<file path="config.mk">
export PLATFORM = sky130hd
export DESIGN_NAME = dest_reg_file_flat
export DESIGN_NICKNAME = d
export VERILOG_FILES = /design/src/rtl/dest_reg_file_if.sv /design/src/rtl/dest_reg_file.sv /design/src/flat_wrapper.sv
export SDC_FILE = /design/constraint.sdc
export NUM_CORES = 1
export LEC_CHECK = 0
export CAP_MARGIN = 5
export CORE_MARGIN = 3
export CORE_UTILIZATION = 53
export DETAILED_ROUTE_END_ITERATION = 8
export PLACE_DENSITY = 0.82
export SLEW_MARGIN = 40
export SYNTH_ARGS = -nofsm -noshare
export SYNTH_HDL_FRONTEND = slang
export SYNTH_SLANG_ARGS = --single-unit
</file>
<file path="constraint.sdc">
create_clock -name clk -period 2.3 [get_ports clk]
set_clock_uncertainty 0.1 [all_clocks]
set_input_delay 0.46 -clock clk [delete_from_list [all_inputs] [get_ports clk]]
set_output_delay 0.46 -clock clk [all_outputs]
set_load 0.05 [all_outputs]
</file>
<file path="src/rtl/dest_reg_file_if.sv">
// Request/response bundle for dest_reg_file: one write port, two read ports, clear control and status.
interface dest_reg_file_if #(
    parameter int DATA_W = 16,
    parameter int ADDR_W = 3
);
    // Every *_en / clr_req is a single-cycle request taken at the rising edge. There is no
    // ready signal: while busy=1, writes are dropped and clr_req is ignored. Reads are always taken.
    logic              wr_en;
    logic [ADDR_W-1:0] wr_addr;
    logic [DATA_W-1:0] wr_data;
    logic              rd_en_a;
    logic [ADDR_W-1:0] rd_addr_a;
    logic [DATA_W-1:0] rd_data_a;
    logic              rd_hit_a;
    logic              rd_en_b;
    logic [ADDR_W-1:0] rd_addr_b;
    logic [DATA_W-1:0] rd_data_b;
    logic              rd_hit_b;
    logic              clr_req;
    logic              busy;
    logic [ADDR_W:0]   valid_cnt;

    modport master (
        output wr_en, wr_addr, wr_data,
        output rd_en_a, rd_addr_a, rd_en_b, rd_addr_b,
        output clr_req,
        input  rd_data_a, rd_hit_a, rd_data_b, rd_hit_b,
        input  busy, valid_cnt
    );

    modport slave (
        input  wr_en, wr_addr, wr_data,
        input  rd_en_a, rd_addr_a, rd_en_b, rd_addr_b,
        input  clr_req,
        output rd_data_a, rd_hit_a, rd_data_b, rd_hit_b,
        output busy, valid_cnt
    );
endinterface

</file>
<file path="src/rtl/dest_reg_file.sv">
// Register file with one write port, two registered read ports and a one-entry-per-cycle clear sweep.
// Define DEST_REG_BYPASS_EN to forward an accepted same-edge write to a read of the same address.
module dest_reg_file #(
    parameter int DATA_W = 16,
    parameter int ADDR_W = 3
) (
    input  logic           clk,
    input  logic           rst_n,
    dest_reg_file_if.slave bus,
    output logic           fsm_state
);
    localparam int DEPTH = 1 << ADDR_W;

`ifdef DEST_REG_BYPASS_EN
    localparam bit BYPASS = 1'b1;
`else
    localparam bit BYPASS = 1'b0;
`endif

    typedef enum logic {IDLE = 1'b0, SWEEP = 1'b1} state_t;

    state_t            state;
    logic [ADDR_W-1:0] ptr;
    logic              busy_q;
    logic [DATA_W-1:0] mem [DEPTH];
    logic [DEPTH-1:0]  valid;
    logic [ADDR_W:0]   cnt;
    logic [DATA_W-1:0] rd_data_a_q;
    logic [DATA_W-1:0] rd_data_b_q;
    logic              rd_hit_a_q;
    logic              rd_hit_b_q;
    logic              wr_acc;
    logic              byp_a;
    logic              byp_b;

    assign wr_acc = bus.wr_en && !busy_q;
    assign byp_a  = BYPASS && wr_acc && (bus.wr_addr == bus.rd_addr_a);
    assign byp_b  = BYPASS && wr_acc && (bus.wr_addr == bus.rd_addr_b);

    // ptr wraps to 0 on its own after the last entry, so the next clear starts from 0.
    always_ff @(posedge clk) begin
        if (!rst_n) begin
            state  <= IDLE;
            ptr    <= '0;
            busy_q <= 1'b0;
        end else begin
            case (state)
                IDLE: begin
                    if (bus.clr_req) begin
                        state  <= SWEEP;
                        ptr    <= '0;
                        busy_q <= 1'b1;
                    end
                end
                SWEEP: begin
                    ptr <= ptr + 1'b1;
                    if (&ptr) begin
                        state  <= IDLE;
                        busy_q <= 1'b0;
                    end
                end
            endcase
        end
    end

    // Writes and sweep clears are mutually exclusive, so the count moves by at most one per edge.
    always_ff @(posedge clk) begin
        if (!rst_n) begin
            for (int i = 0; i < DEPTH; i++) begin
                mem[i] <= '0;
            end
            valid <= '0;
            cnt   <= '0;
        end else if (busy_q) begin
            mem[ptr]   <= '0;
            valid[ptr] <= 1'b0;
            if (valid[ptr]) begin
                cnt <= cnt - 1'b1;
            end
        end else if (wr_acc) begin
            mem[bus.wr_addr]   <= bus.wr_data;
            valid[bus.wr_addr] <= 1'b1;
            if (!valid[bus.wr_addr]) begin
                cnt <= cnt + 1'b1;
            end
        end
    end

    always_ff @(posedge clk) begin
        if (!rst_n) begin
            rd_data_a_q <= '0;
            rd_hit_a_q  <= 1'b0;
        end else if (bus.rd_en_a) begin
            rd_data_a_q <= byp_a ? bus.wr_data : mem[bus.rd_addr_a];
            rd_hit_a_q  <= byp_a ? 1'b1 : valid[bus.rd_addr_a];
        end
    end

    always_ff @(posedge clk) begin
        if (!rst_n) begin
            rd_data_b_q <= '0;
            rd_hit_b_q  <= 1'b0;
        end else if (bus.rd_en_b) begin
            rd_data_b_q <= byp_b ? bus.wr_data : mem[bus.rd_addr_b];
            rd_hit_b_q  <= byp_b ? 1'b1 : valid[bus.rd_addr_b];
        end
    end

    assign bus.rd_data_a = rd_data_a_q;
    assign bus.rd_hit_a  = rd_hit_a_q;
    assign bus.rd_data_b = rd_data_b_q;
    assign bus.rd_hit_b  = rd_hit_b_q;
    assign bus.busy      = busy_q;
    assign bus.valid_cnt = cnt;
    assign fsm_state     = (state == SWEEP);
endmodule

</file>
<file path="src/flat_wrapper.sv">
// flat-port wrapper written by rule: the top's interface ports become plain ports
module dest_reg_file_flat 
#(
    parameter int DATA_W = 16,
    parameter int ADDR_W = 3
)
  (clk, rst_n, fsm_state, bus_wr_en, bus_wr_addr, bus_wr_data, bus_rd_en_a, bus_rd_addr_a, bus_rd_en_b, bus_rd_addr_b, bus_clr_req, bus_rd_data_a, bus_rd_hit_a, bus_rd_data_b, bus_rd_hit_b, bus_busy, bus_valid_cnt);
  dest_reg_file_if #(.DATA_W(DATA_W), .ADDR_W(ADDR_W)) bus_i ();
  input  logic clk;
  input  logic rst_n;
  output logic fsm_state;
  input wire logic [$bits(bus_i.wr_en)-1:0] bus_wr_en;
  input wire logic [$bits(bus_i.wr_addr)-1:0] bus_wr_addr;
  input wire logic [$bits(bus_i.wr_data)-1:0] bus_wr_data;
  input wire logic [$bits(bus_i.rd_en_a)-1:0] bus_rd_en_a;
  input wire logic [$bits(bus_i.rd_addr_a)-1:0] bus_rd_addr_a;
  input wire logic [$bits(bus_i.rd_en_b)-1:0] bus_rd_en_b;
  input wire logic [$bits(bus_i.rd_addr_b)-1:0] bus_rd_addr_b;
  input wire logic [$bits(bus_i.clr_req)-1:0] bus_clr_req;
  output wire logic [$bits(bus_i.rd_data_a)-1:0] bus_rd_data_a;
  output wire logic [$bits(bus_i.rd_hit_a)-1:0] bus_rd_hit_a;
  output wire logic [$bits(bus_i.rd_data_b)-1:0] bus_rd_data_b;
  output wire logic [$bits(bus_i.rd_hit_b)-1:0] bus_rd_hit_b;
  output wire logic [$bits(bus_i.busy)-1:0] bus_busy;
  output wire logic [$bits(bus_i.valid_cnt)-1:0] bus_valid_cnt;
  assign bus_i.wr_en = bus_wr_en;
  assign bus_i.wr_addr = bus_wr_addr;
  assign bus_i.wr_data = bus_wr_data;
  assign bus_i.rd_en_a = bus_rd_en_a;
  assign bus_i.rd_addr_a = bus_rd_addr_a;
  assign bus_i.rd_en_b = bus_rd_en_b;
  assign bus_i.rd_addr_b = bus_rd_addr_b;
  assign bus_i.clr_req = bus_clr_req;
  assign bus_rd_data_a = bus_i.rd_data_a;
  assign bus_rd_hit_a = bus_i.rd_hit_a;
  assign bus_rd_data_b = bus_i.rd_data_b;
  assign bus_rd_hit_b = bus_i.rd_hit_b;
  assign bus_busy = bus_i.busy;
  assign bus_valid_cnt = bus_i.valid_cnt;
  dest_reg_file #(.DATA_W(DATA_W), .ADDR_W(ADDR_W)) u_core (.clk(clk), .rst_n(rst_n), .bus(bus_i), .fsm_state(fsm_state));
endmodule
</file>
==> results of run 1 <==
how the worst max path moves through the flow:
| stage | startpoint | slack (ns) | to |
|---|---|---|---|
| after floorplan | u_core.bus.busy$_SDFFE_PN0P_ | 0.007 | u_core.mem[5][0]$_SDFFCE_PN0P_ |
| after global placement | bus_wr_en | -0.01 | u_core.mem[2][9]$_SDFFCE_PN0P_ |
| after detailed placement | bus_wr_en | -0.06 | u_core.mem[2][9]$_SDFFCE_PN0P_ |
| after CTS | u_core.bus.valid_cnt[0]$_SDFFE_PN0P_ | 0.08 | bus_valid_cnt[0] |
| after global routing | u_core.bus.valid_cnt[0]$_SDFFE_PN0P_ | 0.05 | bus_valid_cnt[0] |
| final | u_core.bus.valid_cnt[0]$_SDFFE_PN0P_ | 0.08 | bus_valid_cnt[0] |
registers in the layout (all words and copies together) (netlist names):
register              cells
u_core.mem              128
u_core.bus.rd_data_a     16
u_core.bus.rd_data_b     16
u_core.valid              8
u_core.bus.valid_cnt      4
u_core.ptr                3
u_core.bus.busy           1
u_core.bus.rd_hit_a       1
u_core.bus.rd_hit_b       1
u_core.fsm_state          1
worst reg2reg max path: cells and delay by family (launching register included):
family	cells	cell delay (ns)
AOI/OAI and AO/OA	1	0.25
and+or+nand+nor	3	0.48
buffers and inverters	2	0.37
DFF	1	0.48
metal layers:
layer | up-vias | wire [um] | track usage, %
li1 | 2630 | - | -
met4 | 0 | 526 | 8.45
met2 | 404 | 10700 | 40.3
met3 | 43 | 2260 | 7.02
met1 | 3043 | 8750 | 34.1
met5 | - | 0 | 0
cell usage in the layout (no fill, tap or decap), drive strengths merged:
| cell | instances |
|---|---|
| mux4 | 69 |
| o21ai | 10 |
| o211a | 35 |
| nand2b | 3 |
| or2 | 1 |
| o22ai | 2 |
| dfxtp | 51 |
| clkinv | 4 |
| clkbuf | 17 |
| xnor2 | 1 |
| nor3b | 3 |
| a21oi | 6 |
| edfxtp | 128 |
| dlygate4sd2 | 2 |
| clkinvlp | 3 |
| fa | 1 |
| nor2b | 6 |
| and2 | 1 |
| a21o | 1 |
| a21boi | 2 |
| bufinv | 3 |
| ha | 4 |
| clkdlybuf4s50 | 65 |
| nand3 | 5 |
| and3b | 2 |
| a31oi | 4 |
| nand2 | 76 |
| mux2i | 46 |
| buf | 50 |
| nor3 | 3 |
| or2b | 1 |
| nor2 | 136 |
| o221a | 3 |
| inv | 12 |
logic make-up after synthesis:
family	synth area share, %
AO/OA/AOI/OAI	6.26
XOR/XNOR	0.0982
AND/OR/NAND/NOR	12.1
buffers and inverters	3.62
flip-flops	54.5
multiplexers	22.6
adder cells (fa/ha/maj)	0.785
where the power goes:
group          switching, mW  internal [mW]
clock network           1.27           1.71
registers              0.112           3.61
logic                  0.649          0.512
total                   2.04           5.83
cell type report:
type                    count  area, um^2
multi-input cells         421        3750
flip-flops and latches    179        4870
repair buffers            117        1240
clock buffers              17         425
inverters                   7        26.3
clock inverters            15         175
well taps                 216         270
fillers                  1054        5430
==> results.py, run 1 <==
metrics = {
    "cells_and_area": {
        "drive_gt1_share_pct": 25.7,
        "nets": 779,
        "final_cell_area_um2": 10700,
        "fin_util_pct": 66.4,
        "instances_no_fill": 972,
        "diodes": 0,
        "syn2layout_area_growth_pct": 20.4,
    },
    "cts": {
        "cts-buffers-inserted": 17,
        "cts_hold_buf": 0,
        "root_buffer": "clkbuf_16",
        "cts_resized": 2,
        "cts_tree": "built",
        "cts_setup_buffers": 0,
        "clock_sinks": 179,
        "htreeDepth": 4,
        "cts.clk_slew.worst_paths_ns": 0.07,
        "clock_path_buffers": 2,
        "insertion_delay_ns": 0.45,
    },
    "critical_path": {
        "r2r_cells": 6,
        "startpoint_type": "flip-flop",
        "worst-path-stages": 1,
        "cp_slowest_cell": "clkdlybuf4s50_1",
        "end_kind": "output port",
        "crit_family": "buffers and inverters",
        "crit_arrival_ns": 1.66,
        "worstSetupPathType": "reg -> out",
        "worst_ep_required_time_ns": 1.74,
        "rrSetupSlack_ns": 0.33,
        "cp_cell_sequence": "clkdlybuf4s50_1",
        "r2r_start": "u_core.bus.busy$_SDFFE_PN0P_",
        "reg2reg_to": "u_core.mem[5][7]$_SDFFCE_PN0P_",
        "cp_max_fo": 3,
        "worst-path-buf-inv": 1,
        "cp_slowest_stage_delay_ns": 0.83,
    },
    "synthesis": {
        "syn_area_per_cell_um2": 13.6,
        "synth_commonest_cells": "edfxtp_1 (128), nor2_1 (127), mux4_2 (69), nand2_1 (61), dfxtp_1 (51)",
        "synthCells": 656,
        "synth.area.top_cells": "edfxtp_1 (43%), mux4_2 (17%), dfxtp_1 (11%)",
        "yosys.area.top_type": "edfxtp_1",
        "synth_edf_count": 128,
        "syn_nets": 692,
        "synth_seq_area_share_pct": 54.5,
        "ys_warn_count": 0,
        "syn-cell-area_um2": 8920,
        "ys_ff_latch": 179,
        "ys_types": 44,
        "async_flop_share_pct": 0,
        "yosysMostFrequentCell": "edfxtp_1",
        "synth_top_area_share_pct": 43.1,
        "synth_flop_cell": "edfxtp_1",
    },
    "timing": {
        "clock.fmax_mhz": 451,
        "layout_setup_ws_ns": 0.0836,
        "rsz0062_at_grt": "no",
        "timing.slew.headroom_pct": 64.5,
        "period_minus_slack_ns": 2.22,
        "final.period_utilization_pct": 96.4,
        "hold_viol": 0,
        "finalSetupTns_ns": 0,
        "slew_viol_final": 0,
        "setup_viol": 0,
        "hold_slack_ns": 0.379,
        "max_slew.worst_pin.slew_ns": 0.531,
    },
    "grt": {
        "track_usage_pct": 25.3,
        "antenna_found_initial": 0,
        "grt_start_max_net_pins": 54,
        "overflow": 0,
        "grt_pass1_wl_um": 34900,
        "grt_pass1_vias": 6175,
    },
    "placement": {
        "routabilityCongestion": 0.882,
        "numPortBuffers": 70,
        "place_ws_ns": -0.0595,
        "dp.cells": 940,
        "placed_area_um2": 10100,
        "hpwl_um": 15000,
    },
    "floorplan": {
        "core-area_um2": 16200,
        "io_pins": 71,
        "die_y_um": 136,
        "row_count": 46,
        "fp.dieArea_um2": 18400,
        "die_w_um": 136,
        "start_util_pct": 55.2,
    },
    "detailed_routing": {
        "avgRoutedWirePerCell_um": 22.9,
        "first_pass_iters": 7,
        "num_vias": 6120,
        "routed_wirelength_um": 22300,
        "vias_per_cell": 6.30,
        "drc": 0,
        "drtIter0Drc": 735,
        "antenna_left": 0,
    },
    "power": {
        "max-vdd-ir-drop_mv": 0.591,
        "powerDensity_nw_per_um2": 732,
        "p_leak_nw": 4.18,
        "total_power_mw": 7.87,
    },
    "flow_run": {
        "maxCapViolations": 0,
    },
    "min_path": {
        "hold_path_depth": 1,
        "hold_class": "reg -> reg",
        "min_to": "u_core.bus.rd_data_b[6]$_SDFFE_PN0P_",
        "worstHoldStart": "u_core.bus.rd_data_b[6]$_SDFFE_PN0P_",
    },
    "status": {
        "status": "finished clean",
    },
}
(Power assumes the default switching activity.)
==> inputs of run 2 (changes only) <==
PLACE_DENSITY = 0.83   (was 0.82)
==> run 2 against run 1 <==
Compared with the run above: register-to-register slack barely moved; power is 0.22% lower; sequential share of layout area is 0.15 points higher; clock power barely moved; routed wire length is 0.92% lower; highest routed layer unchanged; hold slack got worse by 0.0059 ns; via count fell by 1.0%; clock-buffer cell count grew 1; largest power group unchanged; combinational power about the same.
==> results.py, run 2 (synthesis results as in run 1) <==
metrics = {
    "critical_path": {
        "crit_arrival_ns": 1.65,
        "crit_family": "buffers and inverters",
        "cp_slowest_stage_delay_ns": 0.84,
        "cp_cell_sequence": "clkdlybuf4s50_1",
        "worstSetupPathType": "reg -> out",
        "worst-path-buf-inv": 1,
        "worst_ep_required_time_ns": 1.74,
        "end_kind": "output port",
        "r2r_start": "u_core.ptr[0]$_SDFFE_PN0P_",
        "cp_slowest_cell": "clkdlybuf4s50_1",
        "startpoint_type": "flip-flop",
        "r2r_cells": 5,
        "cp_max_fo": 3,
        "rrSetupSlack_ns": 0.32,
        "reg2reg_to": "u_core.mem[2][12]$_SDFFCE_PN0P_",
    },
    "floorplan": {
        "core-area_um2": 16200,
        "die_w_um": 136,
        "row_count": 46,
        "die_y_um": 136,
        "io_pins": 71,
        "fp.dieArea_um2": 18400,
        "start_util_pct": 55.2,
    },
    "grt": {
        "track_usage_pct": 25.0,
        "grt_start_max_net_pins": 35,
        "grt_pass1_wl_um": 34400,
        "grt_pass1_vias": 6033,
        "antenna_found_initial": 0,
        "overflow": 0,
    },
    "min_path": {
        "min_to": "u_core.bus.valid_cnt[3]$_SDFFE_PN0P_",
        "hold_path_depth": 2,
        "hold_class": "reg -> reg",
        "worstHoldStart": "u_core.bus.valid_cnt[3]$_SDFFE_PN0P_",
    },
    "cells_and_area": {
        "largest_reg_flops": 128,
        "nets": 775,
        "diodes": 0,
        "drive_gt1_share_pct": 25.5,
        "final_cell_mix": "edfxtp_1 (128), nor2_1 (127), mux4_2 (69)",
        "regMostFlops": "u_core.mem",
        "syn2layout_area_growth_pct": 20.1,
        "final_common_cell": "edfxtp_1",
    },
    "timing": {
        "clock.fmax_mhz": 453,
        "timing.slew.headroom_pct": 64.8,
        "hold_slack_ns": 0.373,
        "slew_viol_final": 0,
        "rsz0062_at_grt": "no",
        "final.period_utilization_pct": 96.0,
        "period_minus_slack_ns": 2.21,
        "hold_viol": 0,
        "setup_viol": 0,
        "max_slew.worst_pin.slew_ns": 0.527,
        "finalSetupTns_ns": 0,
    },
    "power": {
        "powerDensity_nw_per_um2": 733,
        "max-vdd-ir-drop_mv": 0.559,
        "p_leak_nw": 4.17,
    },
    "cts": {
        "htreeDepth": 4,
        "clock_sinks": 179,
        "clock_path_buffers": 2,
        "insertion_delay_ns": 0.43,
        "cts-buffers-inserted": 17,
        "root_buffer": "clkbuf_16",
        "cts_hold_buf": 0,
        "cts.clk_slew.worst_paths_ns": 0.07,
        "cts_tree": "built",
    },
    "placement": {
        "numPortBuffers": 70,
        "routabilityCongestion": 0.860,
        "hpwl_um": 14600,
    },
    "detailed_routing": {
        "num_vias": 6056,
        "drtIter0Drc": 716,
        "antenna_left": 0,
        "routed_wirelength_um": 22100,
        "first_pass_iters": 5,
        "vias_per_cell": 6.26,
        "avgRoutedWirePerCell_um": 22.8,
        "drc": 0,
    },
    "flow_run": {
        "maxCapViolations": 0,
    },
    "status": {
        "status": "finished clean",
    },
}
==> run 2: cell types whose count changed in the layout (fill, tap and decap cells not counted) <==
cell and delta:
clkinv_8 +1, inv_6 -1, clkinv_4 +1, buf_4 -3, clkinv_2 +2, clkinv_1 -3
buf_12 -1, clkbuf_1 +1, inv_8 -1
==> run 2: report_power, final <==
group	internal (mW)	leakage [nW]	switching [mW]	total (mW)
registers	3.61	1.75	0.111	3.72
clock network	1.72	0.290	1.26	2.98
logic	0.503	2.13	0.647	1.15
==> run 2: worst max path at each step <==
stage / startpoint / endpoint / slack [ns] / depth (start not counted)
finish: u_core.bus.valid_cnt[0]$_SDFFE_PN0P_ / bus_valid_cnt[0] / 0.09 / 1
global route: u_core.bus.valid_cnt[1]$_SDFFE_PN0P_ / bus_valid_cnt[1] / 0.05 / 1
detailed placement: bus_wr_en / u_core.mem[2][8]$_SDFFCE_PN0P_ / -0.07 / 6
floorplan: u_core.bus.busy$_SDFFE_PN0P_ / u_core.mem[5][0]$_SDFFCE_PN0P_ / 0.007 / 6
global placement: bus_wr_en / u_core.mem[2][11]$_SDFFCE_PN0P_ / -0.003 / 7
CTS: u_core.bus.valid_cnt[0]$_SDFFE_PN0P_ / bus_valid_cnt[0] / 0.08 / 1
==> run 2: per-stage QoR <==
step | power (mW) | instances | utilization, % | worst slack [ns] | cell area, um^2
3_5_place_dp | 4.92 | 936 | 62.5 | -0.0726 | 10100
3_3_place_gp | 4.87 | 936 | 62.5 | -0.00293 | 10100
2_1_floorplan | 4.50 | 656 | - | 0.00700 | 8930
6_report | 7.85 | 968 | 66.2 | 0.0919 | 10700
4_1_cts | 7.87 | 968 | 66.2 | 0.0770 | 10700
5_1_grt | 8.09 | 968 | 66.2 | 0.0519 | 10700
==> run 2: layer usage <==
metal,vias to the layer above,global-route usage [%],wire (um)
met5,-,0,0
met4,0,7.61,406
met3,43,5.46,1930
met2,355,39.0,10700
met1,3033,35.6,9020
li1,2625,-,-
==> run 2: cell type report <==
class / instances / area (um^2)
Sequential cell: 179 / 4870
Clock inverter: 14 / 179
Clock buffer: 18 / 429
Tap cell: 216 / 270
Fill cell: 1104 / 5460
Multi-Input combinational cell: 421 / 3750
Timing Repair Buffer: 113 / 1190
Inverter: 7 / 26.3
==> run 2: timing repair <==
item                       CTS  global route
resized for setup            2             0
buffers inserted             0             0
setup endpoints to repair    2             0
==> inputs of run 3 (changes only) <==
CORE_ASPECT_RATIO = 1.1   (was default)
CTS_CLUSTER_DIAMETER = 60   (was default)
==> run 3 against run 2 <==
Compared with the run above: routed wire length is 3.1% lower; clock power is 2% lower; register-to-register slack about the same; clock-buffer cell count is 7 higher; critical path depth unchanged; global-route usage decreased by 0.50 points; power is 1.0% lower; via count is 2.4% lower; sequential share of layout area grew 0.25 points; cell area decreased by 0.54%; hold slack got worse by 0.00087 ns; critical path type unchanged; largest power group unchanged.
==> results.py, run 3 (synthesis results as in run 1) <==
metrics = {
    "timing": {
        "max_slew.worst_pin.slew_ns": 0.513,
        "hold_viol": 0,
        "setup_viol": 0,
        "finalSetupTns_ns": 0,
        "timing.slew.headroom_pct": 65.7,
        "slew_viol_final": 0,
        "period_minus_slack_ns": 2.21,
        "final.period_utilization_pct": 96.0,
        "hold_slack_ns": 0.372,
        "layout_setup_ws_ns": 0.0924,
        "clock.fmax_mhz": 453,
        "rsz0062_at_grt": "no",
    },
    "placement": {
        "placed_area_um2": 10100,
        "dp.cells": 922,
        "numPortBuffers": 70,
        "routabilityCongestion": 0.873,
        "hpwl_um": 14700,
        "place_ws_ns": -0.0418,
    },
    "floorplan": {
        "core-area_um2": 16400,
        "fp.dieArea_um2": 18400,
        "die_w_um": 130,
        "row_count": 49,
        "die_y_um": 142,
        "start_util_pct": 54.3,
        "io_pins": 71,
    },
    "critical_path": {
        "setup.worst_path.start": "u_core.bus.valid_cnt[1]$_SDFFE_PN0P_",
        "crit_arrival_ns": 1.65,
        "cp_slowest_stage_delay_ns": 0.83,
        "reg2reg_to": "u_core.mem[2][11]$_SDFFCE_PN0P_",
        "worst_ep_required_time_ns": 1.74,
        "worst-path-buf-inv": 1,
        "cp_max_fo": 3,
        "startpoint_type": "flip-flop",
        "crit_end": "bus_valid_cnt[1]",
        "worstSetupPathType": "reg -> out",
        "worst-path-stages": 1,
        "r2r_cells": 7,
        "cp_cell_sequence": "clkdlybuf4s50_1",
        "end_kind": "output port",
        "r2r_start": "u_core.bus.busy$_SDFFE_PN0P_",
        "crit_family": "buffers and inverters",
        "rrSetupSlack_ns": 0.33,
        "cp_slowest_cell": "clkdlybuf4s50_1",
    },
    "grt": {
        "busiest_layer": "met2",
        "gr-usage-met1_pct": 34.8,
        "met3_usage_pct": 5.78,
        "use_met2_pct": 38.4,
        "grt_pass1_wl_um": 34400,
        "grt_pass1_vias": 6091,
        "grt_start_max_net_pins": 35,
        "track_usage_pct": 24.5,
        "overflow": 0,
        "antenna_found_initial": 0,
    },
    "power": {
        "power_frac_comb_pct": 14.6,
        "total_power_mw": 7.77,
        "p_int_mw": 5.84,
        "p_leak_nw": 4.15,
        "p_sw_share_pct": 24.9,
        "clkPwrFrac_pct": 37.5,
        "powerDensity_nw_per_um2": 730,
        "power_frac_seq_pct": 47.8,
        "switchingPower_mw": 1.94,
        "max-vdd-ir-drop_mv": 0.580,
    },
    "cts": {
        "insertion_delay_ns": 0.43,
        "clock_path_buffers": 2,
        "root_buffer": "clkbuf_16",
        "clock_sinks": 179,
        "cts-buffers-inserted": 17,
        "htreeDepth": 4,
        "cts_tree": "built",
        "cts_hold_buf": 0,
        "cts.clk_slew.worst_paths_ns": 0.06,
    },
    "cells_and_area": {
        "fin_util_pct": 64.8,
        "regMostFlops": "u_core.mem",
        "nets": 773,
        "largest_reg_flops": 128,
        "instances_no_fill": 954,
        "final_cell_mix": "edfxtp_1 (128), nor2_1 (127), mux4_2 (69)",
        "final_cell_area_um2": 10700,
        "n_fill_cell": 1167,
        "final_common_cell": "edfxtp_1",
        "diodes": 0,
        "syn2layout_area_growth_pct": 19.4,
        "drive_gt1_share_pct": 24.8,
    },
    "detailed_routing": {
        "avgRoutedWirePerCell_um": 22.4,
        "drc": 0,
        "routed_wirelength_um": 21400,
        "drtIter0Drc": 643,
        "num_vias": 5911,
        "antenna_left": 0,
        "vias_per_cell": 6.20,
        "first_pass_iters": 5,
    },
    "min_path": {
        "hold_class": "reg -> reg",
    },
    "status": {
        "status": "finished clean",
    },
    "flow_run": {
        "maxCapViolations": 0,
    },
}
## run 3: cell types whose count changed in the layout (fill, tap and decap cells not counted), sizes merged
cell / before / now
clkbuf: 18 / 25
clkinv: 5 / 2
buf: 46 / 44
clkinvlp: 3 / 1
bufinv: 3 / 2
inv: 10 / 9
## run 3: final cells by class
class / instances / area (um^2) / share of cell area, %
clock buffers: 25 / 497 / 4.66
clock inverters: 7 / 96.3 / 0.904
inverters: 7 / 26.3 / 0.247
multi-input cells: 421 / 3750 / 35.2
flip-flops and latches: 179 / 4870 / 45.7
well taps: 204 / 255 / 2.40
repair buffers: 111 / 1170 / 10.9
## run 3: worst min-delay path by stage
stage | startpoint | end | slack, ns | cells after the start
6_report | u_core.bus.valid_cnt[3]$_SDFFE_PN0P_ | u_core.bus.valid_cnt[3]$_SDFFE_PN0P_ | 0.37 | 2
5_1_grt | u_core.bus.rd_data_b[9]$_SDFFE_PN0P_ | u_core.bus.rd_data_b[9]$_SDFFE_PN0P_ | 0.39 | 1
4_1_cts | u_core.bus.valid_cnt[3]$_SDFFE_PN0P_ | u_core.bus.valid_cnt[3]$_SDFFE_PN0P_ | 0.38 | 2
3_5_place_dp | u_core.bus.valid_cnt[3]$_SDFFE_PN0P_ | u_core.bus.valid_cnt[3]$_SDFFE_PN0P_ | 0.36 | 2
3_3_place_gp | u_core.bus.valid_cnt[3]$_SDFFE_PN0P_ | u_core.bus.valid_cnt[3]$_SDFFE_PN0P_ | 0.36 | 2
2_1_floorplan | u_core.valid[4]$_SDFFE_PN0P_ | u_core.valid[4]$_SDFFE_PN0P_ | 0.41 | 2
## run 3: what timing repair did
item | CTS | global route
setup endpoints to repair | 2 | 0
hold endpoints to repair | 0 | 0
gates resized for setup | 2 | 0
buffers inserted | 0 | 0
## run 3: power groups by stage
stage | clock (mW) | sequential [mW] | combinational [mW]
final | 2.92 | 3.72 | 1.14
after global routing | 3.09 | 3.73 | 1.21
after CTS | 2.95 | 3.71 | 1.14
after detailed placement | 0 | 3.78 | 1.13
after global placement | 0 | 3.76 | 1.11
after floorplan | 0 | 3.92 | 0.577
## run 3: routing by layer
layer / wire length [um] / vias to the layer above
met5: 0 / -
met4: 287 / 0
met3: 1800 / 31
met2: 10700 / 318
met1: 8610 / 2952
li1: - / 2610
## run 3: tightest hold or removal path, stage by stage (launching register included)
cell     delay, ns
dfxtp_1       0.32
nand2_1       0.05
mux2i_1       0.05
